<file path="src/rtl/morse_pkg.sv">
// Shared Morse constants and controller state encoding.
// The decoder imports the same symbol codes, so the two blocks agree on the letter format.
package morse_pkg;

    localparam logic [1:0] SYM_DOT     = 2'b01;
    localparam logic [1:0] SYM_DASH    = 2'b11;
    localparam int         MAX_SYMBOLS = 4;
    localparam int         LETTER_W    = 8;

    typedef enum logic [1:0] {
        IDLE,
        PRESS,
        GAP,
        EMIT
    } state_e;

endpackage

</file>
<file path="src/rtl/key_sync.sv">
// Two-flop synchronizer for the raw key.
// Rise and fall pulses are registered, so an edge is acted on one cycle after it reaches the synchronized level.
module key_sync (
    input  logic clk,
    input  logic reset,
    input  logic key,
    output logic rise,
    output logic fall
);

    logic sync1_q, sync1_d;
    logic sync2_q, sync2_d;
    logic rise_q, rise_d;
    logic fall_q, fall_d;

    always_comb begin
        sync1_d = key;
        sync2_d = sync1_q;
        rise_d  = sync1_q & ~sync2_q;
        fall_d  = ~sync1_q & sync2_q;
    end

    always_ff @(posedge clk or negedge reset) begin
        if (!reset) begin
            sync1_q <= 1'b0;
            sync2_q <= 1'b0;
            rise_q  <= 1'b0;
            fall_q  <= 1'b0;
        end else begin
            sync1_q <= sync1_d;
            sync2_q <= sync2_d;
            rise_q  <= rise_d;
            fall_q  <= fall_d;
        end
    end

    assign rise = rise_q;
    assign fall = fall_q;

endmodule

</file>
<file path="src/rtl/morse_letter_ctrl.sv">
// Times key presses against tick_en, builds the dot/dash letter code and strobes it
// to the decoder once the key has stayed released for a letter gap.
module morse_letter_ctrl
    import morse_pkg::*;
#(
    parameter int unsigned DASH_TICKS = 3,
    parameter int unsigned GAP_TICKS  = 3,
    parameter int unsigned CNT_W      = 4
) (
    input  logic                clk,
    input  logic                reset,
    input  logic                key,
    input  logic                tick_en,
    output logic [LETTER_W-1:0] letter_bits,
    output logic                letter_valid,
    output logic                letter_err,
    output logic                busy
);

    localparam logic [CNT_W-1:0] CNT_MAX  = {CNT_W{1'b1}};
    localparam logic [CNT_W-1:0] DASH_CNT = CNT_W'(DASH_TICKS);
    localparam logic [CNT_W-1:0] GAP_CNT  = CNT_W'(GAP_TICKS);
    localparam logic [2:0]       SYM_MAX  = 3'(MAX_SYMBOLS);

    logic key_rise, key_fall;

    key_sync u_key_sync (
        .clk   (clk),
        .reset (reset),
        .key   (key),
        .rise  (key_rise),
        .fall  (key_fall)
    );

    state_e              state_q, state_d;
    logic [CNT_W-1:0]    cnt_q, cnt_d;
    logic [LETTER_W-1:0] shreg_q, shreg_d;
    logic [2:0]          sym_cnt_q, sym_cnt_d;
    logic                ovf_q, ovf_d;
    logic [LETTER_W-1:0] letter_bits_q, letter_bits_d;
    logic                letter_valid_q, letter_valid_d;
    logic                letter_err_q, letter_err_d;
    logic [CNT_W-1:0]    cnt_inc;
    logic [CNT_W-1:0]    cnt_eff;
    logic [1:0]          symbol;

    // Output registers are loaded on the edge entering EMIT so the strobe and the code appear together.
    always_comb begin
        state_d        = state_q;
        cnt_d          = cnt_q;
        shreg_d        = shreg_q;
        sym_cnt_d      = sym_cnt_q;
        ovf_d          = ovf_q;
        letter_bits_d  = letter_bits_q;
        letter_err_d   = letter_err_q;
        letter_valid_d = 1'b0;
        cnt_inc        = (cnt_q == CNT_MAX) ? cnt_q : cnt_q + 1'b1;
        cnt_eff        = tick_en ? cnt_inc : cnt_q;
        symbol         = SYM_DOT;

        unique case (state_q)
            IDLE: begin
                if (key_rise) begin
                    cnt_d   = '0;
                    state_d = PRESS;
                end
            end
            PRESS: begin
                cnt_d = cnt_eff;
                if (key_fall) begin
                    symbol = (cnt_eff >= DASH_CNT) ? SYM_DASH : SYM_DOT;
                    if (sym_cnt_q < SYM_MAX) begin
                        shreg_d   = {shreg_q[LETTER_W-3:0], symbol};
                        sym_cnt_d = sym_cnt_q + 1'b1;
                    end else begin
                        ovf_d = 1'b1;
                    end
                    cnt_d   = '0;
                    state_d = GAP;
                end
            end
            GAP: begin
                if (key_rise) begin
                    cnt_d   = '0;
                    state_d = PRESS;
                end else if (tick_en) begin
                    cnt_d = cnt_inc;
                    if (cnt_inc == GAP_CNT) begin
                        state_d        = EMIT;
                        letter_valid_d = 1'b1;
                        letter_bits_d  = ovf_q ? '0 : shreg_q;
                        letter_err_d   = ovf_q;
                    end
                end
            end
            EMIT: begin
                shreg_d   = '0;
                sym_cnt_d = '0;
                ovf_d     = 1'b0;
                state_d   = IDLE;
            end
            default: state_d = IDLE;
        endcase
    end

    always_ff @(posedge clk or negedge reset) begin
        if (!reset) begin
            state_q        <= IDLE;
            cnt_q          <= '0;
            shreg_q        <= '0;
            sym_cnt_q      <= '0;
            ovf_q          <= 1'b0;
            letter_bits_q  <= '0;
            letter_valid_q <= 1'b0;
            letter_err_q   <= 1'b0;
        end else begin
            state_q        <= state_d;
            cnt_q          <= cnt_d;
            shreg_q        <= shreg_d;
            sym_cnt_q      <= sym_cnt_d;
            ovf_q          <= ovf_d;
            letter_bits_q  <= letter_bits_d;
            letter_valid_q <= letter_valid_d;
            letter_err_q   <= letter_err_d;
        end
    end

    assign letter_bits  = letter_bits_q;
    assign letter_valid = letter_valid_q;
    assign letter_err   = letter_err_q;
    assign busy         = (state_q == PRESS) || (state_q == GAP);

endmodule

</file>
<file path="config.mk">
export PLATFORM = sky130hd
export DESIGN_NAME = morse_letter_ctrl
export DESIGN_NICKNAME = d
export VERILOG_FILES = /design/src/rtl/morse_pkg.sv /design/src/rtl/key_sync.sv /design/src/rtl/morse_letter_ctrl.sv
export SDC_FILE = /design/constraint.sdc
export NUM_CORES = 1
export LEC_CHECK = 0
export BUFFER_PORTS_ARGS = -buffer_cell sky130_fd_sc_hd__buf_2
export CORE_MARGIN = 2
export CORE_UTILIZATION = 45
export CTS_CLUSTER_SIZE = 30
export DETAILED_ROUTE_END_ITERATION = 16
export HOLD_SLACK_MARGIN = 0.05
export SLEW_MARGIN = 15
export SYNTH_ARGS = -nofsm -noshare
export SYNTH_HDL_FRONTEND = slang
export SYNTH_SLANG_ARGS = --single-unit
</file>
<file path="constraint.sdc">
create_clock -name clk -period 2.9 [get_ports clk]
set_input_delay 0.58 -clock clk [delete_from_list [all_inputs] [get_ports clk]]
set_output_delay 0.58 -clock clk [all_outputs]
set_load 0.005 [all_outputs]
</file>
==> results_dict.tcl <==
set metrics [dict create \
    maxCapViolCount 0 \
    clockBufferDepth 2 \
    fin_crit_sh 0.667 \
    synthTopCellsByCount "dfrtp_1 (32), nand2_1 (15), o21ai_0 (10)" \
    ys_seq_area_frac 0.543 \
    cts_max_level 2 \
    hp-class "in -> async" \
    wl_per_cell_um 12.3 \
    ioPinCount 15 \
    netlist_top_cells_area "dfrtp_1 (54%), a22o_1 (5.3%), ha_1 (5.1%)" \
    synth_top_area_frac 0.543 \
    dr.pass1.iters 4 \
    rows 20 \
    grt_pass1_wl_mm 4.15 \
    status "complete, no violations" \
    synth_area_leader_cell "dfrtp_1" \
    setup_viol 0 \
    fp.dieH_um 61.3 \
    p_total_uw 1230 \
    grt_max_degree 33 \
    numCtsBuffers 5 \
    io_buffer_count 14 \
    cp_num_buf_inv 0 \
    worstPathMaxFanout 18 \
    synth_edf_count 0 \
    vias 1030 \
    drt.antenna.violating_nets 0 \
    tns_ns 0 \
    hold_buffers 0 \
    syn-num-nets 146 \
    cts_resized 0 \
    via_per_inst 5.23 \
    drt_iter0_markers 58 \
    async_flop_share 1.00 \
    initial_core_util 0.479 \
    place_inst 190 \
    clk_pin_slew_ns 0.10 \
    worst_pin_slew_ns 0.693 \
    gp_congestion 0.836 \
    cp.arrival_ns 2.15 \
    fin_crit_ns 1.94 \
    synth_ff_type "dfrtp_1" \
    antenna_cells 0 \
    clkLatencyLatePin_ns 0.32 \
    path_class "reg -> reg" \
    antenna_found_initial 0 \
    nNetsFinal 163 \
    drc 0 \
    dpl.hpwl_mm 1.67 \
    grt_use_total 0.155 \
    fmax_mhz 517 \
    power.leakage_uw 0.000803 \
    critPathRequiredTime_ns 3.11 \
    grt_pass1_vias 931 \
    yosysMostFrequentCell "dfrtp_1" \
    dieArea_um2 3750 \
    rsz0062_at_grt "false" \
    final_util 0.532 \
    clk_root_buffer_cell "clkbuf_4" \
    cts_tree "built" \
    area_growth_pct 11.0 \
    cpPeakStageDelay_ns 0.45 \
    netlist_area_um2 1480 \
    ys_ff_latch 32 \
    power.density_nw_per_um2 750 \
    wl_mm 2.42 \
    yosysWarnings 0 \
    vdd.ir_drop.worst_v 0.000416 \
    finalClockSkew_ns 0.00869 \
    drive_above_1_share 0.170 \
    finalHoldViolations 0 \
    n_fill_cell 279 \
    layoutNonFillerInstCount 197 \
    path_cells "ha_1 > nor2b_1 > nand4_2 > mux2_1" \
    die_w_um 61.3 \
    max_slew_margin 0.538 \
    core_area_um2 3080 \
    cp-end-kind "flip-flop" \
    overflow 0 \
    syn_area_per_cell_um2 10.8 \
    postCtsSetupBuffers 0 \
    slowest_stage "dfrtp_1" \
    startpoint_type "flip-flop" \
    drv_slew 0 \
    synth_cell_types 35 \
    crit_family "simple AND/OR/NAND/NOR gates" \
    cts_num_sinks 32 \
    syn_inst 136 \
]
[worst register-to-register path: cells and delay by family (launching register included)]
| kind | cells | cell delay, ns |
|---|---|---|
| adder cells (fa/ha/maj) | 1 | 0.31 |
| flip-flops | 1 | 0.45 |
| multiplexers | 1 | 0.44 |
| AND/OR/NAND/NOR | 2 | 0.63 |
[cell usage in the layout, fill, tap and decap left out, drive strengths merged, types with 3 or more instances in the layout]
master  Yosys  layout
a21oi       7       7
o21ai      12      12
clkbuf      0       7
nand2b      9       9
dfrtp      32      32
nor2        6       6
inv         6       6
nand3       3       3
buf         4      14
a22o        9       9
a31oi       3       3
nand2      15      15
nor2b       6       6
ha          6       6
[state kept, by name, indices dropped and copies added (netlist names)]
signal              flops
u_key_sync.sync2_q      1
state_q                 2
shreg_q                 8
u_key_sync.sync1_q      1
ovf_q                   1
letter_bits             8
letter_valid            1
u_key_sync.rise         1
sym_cnt_q               3
cnt_q                   4
u_key_sync.fall         1
letter_err              1
[final timing paths]
check,startpoint,to,slack [ns],depth (start not counted)
setup / recovery,cnt_q[0],letter_err,0.96,4
hold / removal,reset,letter_bits[6],0.29,1
setup reg to reg,cnt_q[0],letter_err,0.96,4
hold reg to reg,u_key_sync.sync1_q,u_key_sync.sync2_q,0.40,0
max in group asynchronous,reset,state_q[0],2.15,1
min in group clk,key,u_key_sync.sync1_q,0.36,1
[where the power goes]
group	total, µW	leakage, µW	switching (µW)	internal [µW]
Sequential	606	0.000428	79.6	526
Combinational	345	0.000337	180	165
Clock	278	0.0000374	141	137
[final cells by class]
type                    count  area [µm²]  share of cell area
clock buffers               7        65.1              0.0397
flip-flops and latches     32         801               0.489
inverters                   6        22.5              0.0138
multi-input cells          94         624               0.381
well taps                  44        55.1              0.0336
repair buffers             14        70.1              0.0428
[through the flow]
stage / worst slack (ns) / hold slack, ns / area, µm²
6_report: 0.965 / 0.291 / 1640
5_1_grt: 0.783 / 0.334 / 1640
4_1_cts: 0.959 / 0.307 / 1640
3_5_place_dp: 0.965 / 0.385 / 1570
3_3_place_gp: 1.01 / 0.376 / 1570
2_1_floorplan: 1.29 / 0.284 / 1480
[layer usage]
metal,vias up,wire (µm),global-route usage
li1,514,-,-
met1,490,1140,0.192
met2,21,1100,0.239
met3,5,133,0.0609
met4,0,48,0.0745
met5,-,0,0
[logic make-up (layout without fill, tap and decap cells)]
kind of cell    count (synthesis)  after routing  synth area share
compound gates                 38             38             0.174
xor+xnor                        1              1           0.00594
fa+ha+maj                       6              6            0.0509
buf+inv                        10             27            0.0339
flops                          32             32             0.543
mux                             4              4            0.0288
simple gates                   45             45             0.164
Power figures use the tool's default switching activity.
